<file path="src/rtl/siso_seq_ctrl.sv">
// siso_seq_ctrl: serializes a parallel word LSB first into a downstream SISO
// register chain, flushes it through the chain, then pulses done.
// Optional feature: define SISO_SEQ_PARITY_EN to append an even-parity bit
// after the last data bit (SHIFT lasts WIDTH+1 cycles).
// All outputs are registered; they are computed from the next state so they
// line up with the state register rather than lagging it by a cycle.
module siso_seq_ctrl #(
  parameter int WIDTH = 8,
  parameter int DEPTH = 4
) (
  input  logic             clk,
  input  logic             clr,
  input  logic             in_valid,
  input  logic [WIDTH-1:0] in_data,
  output logic             in_ready,
  output logic             sr_si,
  output logic             sr_shift,
  output logic             sr_clr,
  output logic             busy,
  output logic             done
);

`ifdef SISO_SEQ_PARITY_EN
  localparam int PAR_BITS = 1;
`else
  localparam int PAR_BITS = 0;
`endif

  localparam int SHIFT_LEN = WIDTH + PAR_BITS;
  localparam int CNT_MAX   = (SHIFT_LEN > DEPTH + 1) ? SHIFT_LEN : DEPTH + 1;
  localparam int CW        = $clog2(CNT_MAX + 1);

  localparam logic [CW-1:0] SHIFT_LAST = CW'(SHIFT_LEN - 1);
  localparam logic [CW-1:0] FLUSH_LAST = CW'(DEPTH);

  typedef enum logic [1:0] {
    IDLE,
    SHIFT,
    FLUSH,
    DONE
  } state_t;

  state_t           state;
  state_t           stateNext;
  logic [CW-1:0]    cnt;
  logic [CW-1:0]    cntNext;
  logic [WIDTH-1:0] word;
  logic [WIDTH-1:0] wordNext;
  logic [WIDTH-1:0] wordShifted;

  logic inReadyD;
  logic siD;
  logic shiftD;
  logic busyD;
  logic doneD;

  // State, counter, word and registered outputs; clr wins over everything
  always_ff @(posedge clk) begin
    if (clr) begin
      state    <= IDLE;
      cnt      <= '0;
      word     <= '0;
      in_ready <= 1'b1;
      sr_si    <= 1'b0;
      sr_shift <= 1'b0;
      busy     <= 1'b0;
      done     <= 1'b0;
      sr_clr   <= 1'b1;
    end else begin
      state    <= stateNext;
      cnt      <= cntNext;
      word     <= wordNext;
      in_ready <= inReadyD;
      sr_si    <= siD;
      sr_shift <= shiftD;
      busy     <= busyD;
      done     <= doneD;
      sr_clr   <= 1'b0;
    end
  end

  // Next state; cnt indexes the bit being driven in SHIFT and the flush cycle in FLUSH
  always_comb begin
    stateNext = state;
    cntNext   = cnt;
    wordNext  = word;
    case (state)
      IDLE: begin
        if (in_valid) begin
          wordNext  = in_data;
          cntNext   = '0;
          stateNext = SHIFT;
        end
      end
      SHIFT: begin
        if (cnt == SHIFT_LAST) begin
          cntNext   = '0;
          stateNext = FLUSH;
        end else begin
          cntNext = cnt + 1'b1;
        end
      end
      FLUSH: begin
        if (cnt == FLUSH_LAST) begin
          cntNext   = '0;
          stateNext = DONE;
        end else begin
          cntNext = cnt + 1'b1;
        end
      end
      DONE: begin
        stateNext = IDLE;
      end
      default: begin
        stateNext = IDLE;
        cntNext   = '0;
      end
    endcase
  end

  // Output values for the upcoming cycle, derived from next state and next bit index
  always_comb begin
    inReadyD    = (stateNext == IDLE);
    busyD       = (stateNext == SHIFT) || (stateNext == FLUSH);
    shiftD      = busyD;
    doneD       = (stateNext == DONE);
    wordShifted = wordNext >> cntNext;
    siD         = 1'b0;
    if (stateNext == SHIFT) begin
      siD = wordShifted[0];
`ifdef SISO_SEQ_PARITY_EN
      if (cntNext == CW'(WIDTH)) begin
        siD = ^wordNext;
      end
`endif
    end
  end

endmodule

</file>
<file path="config.mk">
export PLATFORM = sky130hd
export DESIGN_NAME = siso_seq_ctrl
export DESIGN_NICKNAME = d
export VERILOG_FILES = /design/src/rtl/siso_seq_ctrl.sv
export SDC_FILE = /design/constraint.sdc
export NUM_CORES = 1
export LEC_CHECK = 0
export CORE_MARGIN = 2
export CORE_UTILIZATION = 40
export CTS_CLUSTER_SIZE = 20
export DETAILED_ROUTE_END_ITERATION = 7
export GPL_TIMING_DRIVEN = 0
export PLACE_DENSITY = 0.68
export SETUP_SLACK_MARGIN = 0.02
export SYNTH_ARGS = -nofsm -noshare
export SYNTH_HDL_FRONTEND = slang
export SYNTH_SLANG_ARGS = --single-unit
</file>
<file path="constraint.sdc">
create_clock -name clk -period 2.7 [get_ports clk]
set_input_delay 0.54 -clock clk [delete_from_list [all_inputs] [get_ports clk]]
set_output_delay 0.54 -clock clk [all_outputs]
set_load 0.05 [all_outputs]
</file>
==> flow_metrics.env <==
export IMPL_fin_crit_ps=2358
export IMPL_crit_slowest_cell="mux4_1"
export IMPL_ant_nets=0
export IMPL_worst_pin_slew_ps=495.5
export IMPL_grt_pass1_vias=657
export IMPL_worst_path_max_fanout=4
export IMPL_fmax_mhz=424.1
export IMPL_place_worst_setup_slack_ps=-164.7
export IMPL_syn_inst=92
export IMPL_finalSetupViolCount=0
export IMPL_grt_setup_unrepaired="no"
export IMPL_die_area_sq_um=2688
export IMPL_layout_drive_gt1_share=0.1150
export IMPL_layout_nets=130
export IMPL_crit_buf_inv=2
export IMPL_wl_per_cell_um=11.37
export IMPL_yosysWarningCount=0
export IMPL_end_kind="register"
export IMPL_p_sw_frac=0.2560
export IMPL_drc_errors=0
export IMPL_rows=17
export IMPL_netlist_area_leader_share=0.4153
export IMPL_mappedNetlistArea_sq_um=915.9
export IMPL_clk_latency_ps=290
export IMPL_ys_ff_latch=19
export IMPL_firstDrtPassIters=5
export IMPL_regArea_sq_um=380.4
export IMPL_cts_sinks=19
export IMPL_yosysTopAreaCell="dfxtp_1"
export IMPL_grtUsageTotal=0.1416
export IMPL_peakVddDrop_mv=0.3636
export IMPL_ys_types=32
export IMPL_powerDensity_nw_per_um2=475.4
export IMPL_hpwl_um=1218
export IMPL_crit_required_ps=2940
export IMPL_drt_total_wl_um=1603
export IMPL_min_path_type="register to register"
export IMPL_syn_area_per_cell_sq_um=9.955
export IMPL_io_pins=17
export IMPL_slew_headroom=0.6687
export IMPL_cp_start_kind="input port"
export IMPL_seq_power_share=0.550
export IMPL_grt_overflow=0
export IMPL_reg2reg_to="sr_si$_SDFF_PP0_"
export IMPL_fillerInstances=213
export IMPL_diodes=0
export IMPL_clock_path_buffers=2
export IMPL_p_leak_nw=0.4893
export IMPL_ff2ff_setup_slack_ps=470
export IMPL_setup_ws_ps=342.0
export IMPL_p_comb_frac=0.196
export IMPL_internal_power_mw=0.4050
export IMPL_synth_net_count=108
export IMPL_p_sw_mw=0.1393
export IMPL_synthToLayoutAreaGrowth_pct=25.00
export IMPL_htree_levels=1
export IMPL_cp_data_arrival_time_ps=2590
export IMPL_place_area_sq_um=1111
export IMPL_critPathKind="input port to register"
export IMPL_hp_start="word[2]$_SDFF_PP0_"
export IMPL_clkPwrFrac=0.254
export IMPL_worstHoldPathCells=2
export IMPL_slew_violations=0
export IMPL_period_share=0.8733
export IMPL_layout_common_cells="dfxtp_1, nor2_1, clkdlybuf4s50_1, mux2i_1"
export IMPL_drv_cap=0
export IMPL_status="finished clean"
export IMPL_fin_area_sq_um=1145
export IMPL_max_stage_delay_ps=540
export IMPL_start_util=0.4180
export IMPL_final_common_cell="dfxtp_1"
export IMPL_crit_chain="clkdlybuf4s50_1 -> nor3_1 -> a21o_1 -> a222oi_1 -> buf_4 -> mux4_1 -> mux2i_1 -> and4b_1"
export IMPL_die_h_um=51.85
export IMPL_die_x_um=51.85
export IMPL_grt_antenna_before_repair=0
export IMPL_multi_input_area_sq_um=483.0
export IMPL_min_to="word[2]$_SDFF_PP0_"
export IMPL_grt_pass1_wl_um=2773
export IMPL_cts_tree="done"
export IMPL_r2r_start="cnt[0]$_SDFF_PP0_"
export IMPL_path_clk_slew_ps=100
export IMPL_path_delay_family="buffers and inverters"
export IMPL_vias=702
export IMPL_via_per_inst=4.979
export IMPL_yosys_top_cells_area="dfxtp_1, mux2i_1, nor2_1, ha_1, mux4_1"
export IMPL_coreArea_sq_um=2191
export IMPL_cts_buffers=3
export IMPL_root_buffer="clkbuf_4"
export IMPL_final_core_util=0.5226
export IMPL_grt_max_degree=11
export IMPL_place_congestion=0.8192
export IMPL_finalHoldViolCount=0
export IMPL_reg2reg_depth=7
export IMPL_drtIter0Drc=12
export IMPL_fin_worst_skew_ps=1.041
export IMPL_portBuffers=16
export IMPL_synth_seq_area_share=0.4153
export IMPL_timing_hold_ws_ps=494.2
[worst max path at each step]
stage / start / to / slack, ps / depth (start not counted)
finish: in_valid / sr_si$_SDFF_PP0_ / 340 / 8
global route: in_valid / sr_si$_SDFF_PP0_ / 260 / 8
CTS: in_valid / sr_si$_SDFF_PP0_ / 140 / 7
detailed placement: in_valid / sr_si$_SDFF_PP0_ / -160 / 7
global placement: in_valid / sr_si$_SDFF_PP0_ / -190 / 7
floorplan: cnt[0]$_SDFF_PP0_ / sr_si$_SDFF_PP0_ / 600 / 6
[cell type report]
class	count	share of cell area
clock buffer	4	0.02295
timing repair buffer	17	0.1464
inverter	4	0.01311
buffer	6	0.03279
sequential	19	0.3322
multi-input combinational	63	0.4219
tap	28	0.03060
[synthesized netlist by cell type, drive strengths merged]
| cell | number |
|---|---|
| nand2 | 4 |
| o21a | 1 |
| nand2b | 3 |
| nor3b | 1 |
| dfxtp | 19 |
| inv | 4 |
| o22ai | 2 |
| nor2b | 1 |
| or2b | 1 |
| and2 | 1 |
| a21o | 1 |
| a31oi | 1 |
| mux4 | 2 |
| nor2 | 17 |
| clkbuf | 2 |
| o21bai | 1 |
| and4b | 1 |
| ha | 5 |
| xnor2 | 1 |
| nor3 | 1 |
| nand3 | 1 |
| mux2 | 1 |
| a22oi | 2 |
| and2b | 1 |
| nand3b | 1 |
| mux2i | 10 |
| buf | 4 |
| or2 | 1 |
| a222oi | 1 |
| o221ai | 1 |
[stage by stage]
| stage | total power, mW | std cells | setup TNS (ps) |
|---|---|---|---|
| 2_1_floorplan | 0.3755 | 92 | 0 |
| 3_3_place_gp | 0.4090 | 136 | -194.5 |
| 3_5_place_dp | 0.4113 | 136 | -164.7 |
| 4_1_cts | 0.5491 | 140 | 0 |
| 5_1_grt | 0.5757 | 141 | 0 |
| 6_report | 0.5443 | 141 | 0 |
[state kept, by name (all words and copies together) (netlist names)]
register,count
state,2
busy,1
cnt,4
sr_clr,1
word,8
in_ready,1
done,1
sr_si,1
[worst reg2reg max path: cells and delay by family, from the launching register on]
family,cells,cell delay [ps]
compound gates,1,320
fa+ha+maj,1,270
buf+inv,1,190
flops,1,440
mux,2,670
simple gates,2,290
[per-layer routing]
metal | part of all wire | vias to the layer above | global-route usage | wire, um
met4 | 0.022 | 0 | 0.09211 | 35
met2 | 0.50 | 13 | 0.2384 | 797
li1 | - | 361 | - | -
met3 | 0.031 | 4 | 0.02586 | 50
met5 | 0 | - | 0 | 0
met1 | 0.45 | 324 | 0.1625 | 719
[power by group through the flow]
stage | sequential (mW) | clock, mW | combinational [mW]
3_5_place_dp | 0.306 | 0 | 0.105
5_1_grt | 0.301 | 0.158 | 0.117
2_1_floorplan | 0.319 | 0 | 0.0565
6_report | 0.299 | 0.138 | 0.107
3_3_place_gp | 0.305 | 0 | 0.104
4_1_cts | 0.299 | 0.144 | 0.106
[logic make-up after synthesis]
logic type,synth area share
and+or+nand+nor,0.1885
DFF,0.4153
muxes,0.1790
AOI/OAI and AO/OA,0.08198
buffers and inverters,0.05738
adders and majority gates,0.06831
xor gates and xnor gates,0.009565
[timing repair]
action / in CTS / in global routing
hold buffers: 0 / 0
gates resized for setup: 0 / 0
buffers inserted: 0 / 1
endpoints found under the setup margin: 0 / 1
No activity file was read; power rests on OpenSTA's default activity.
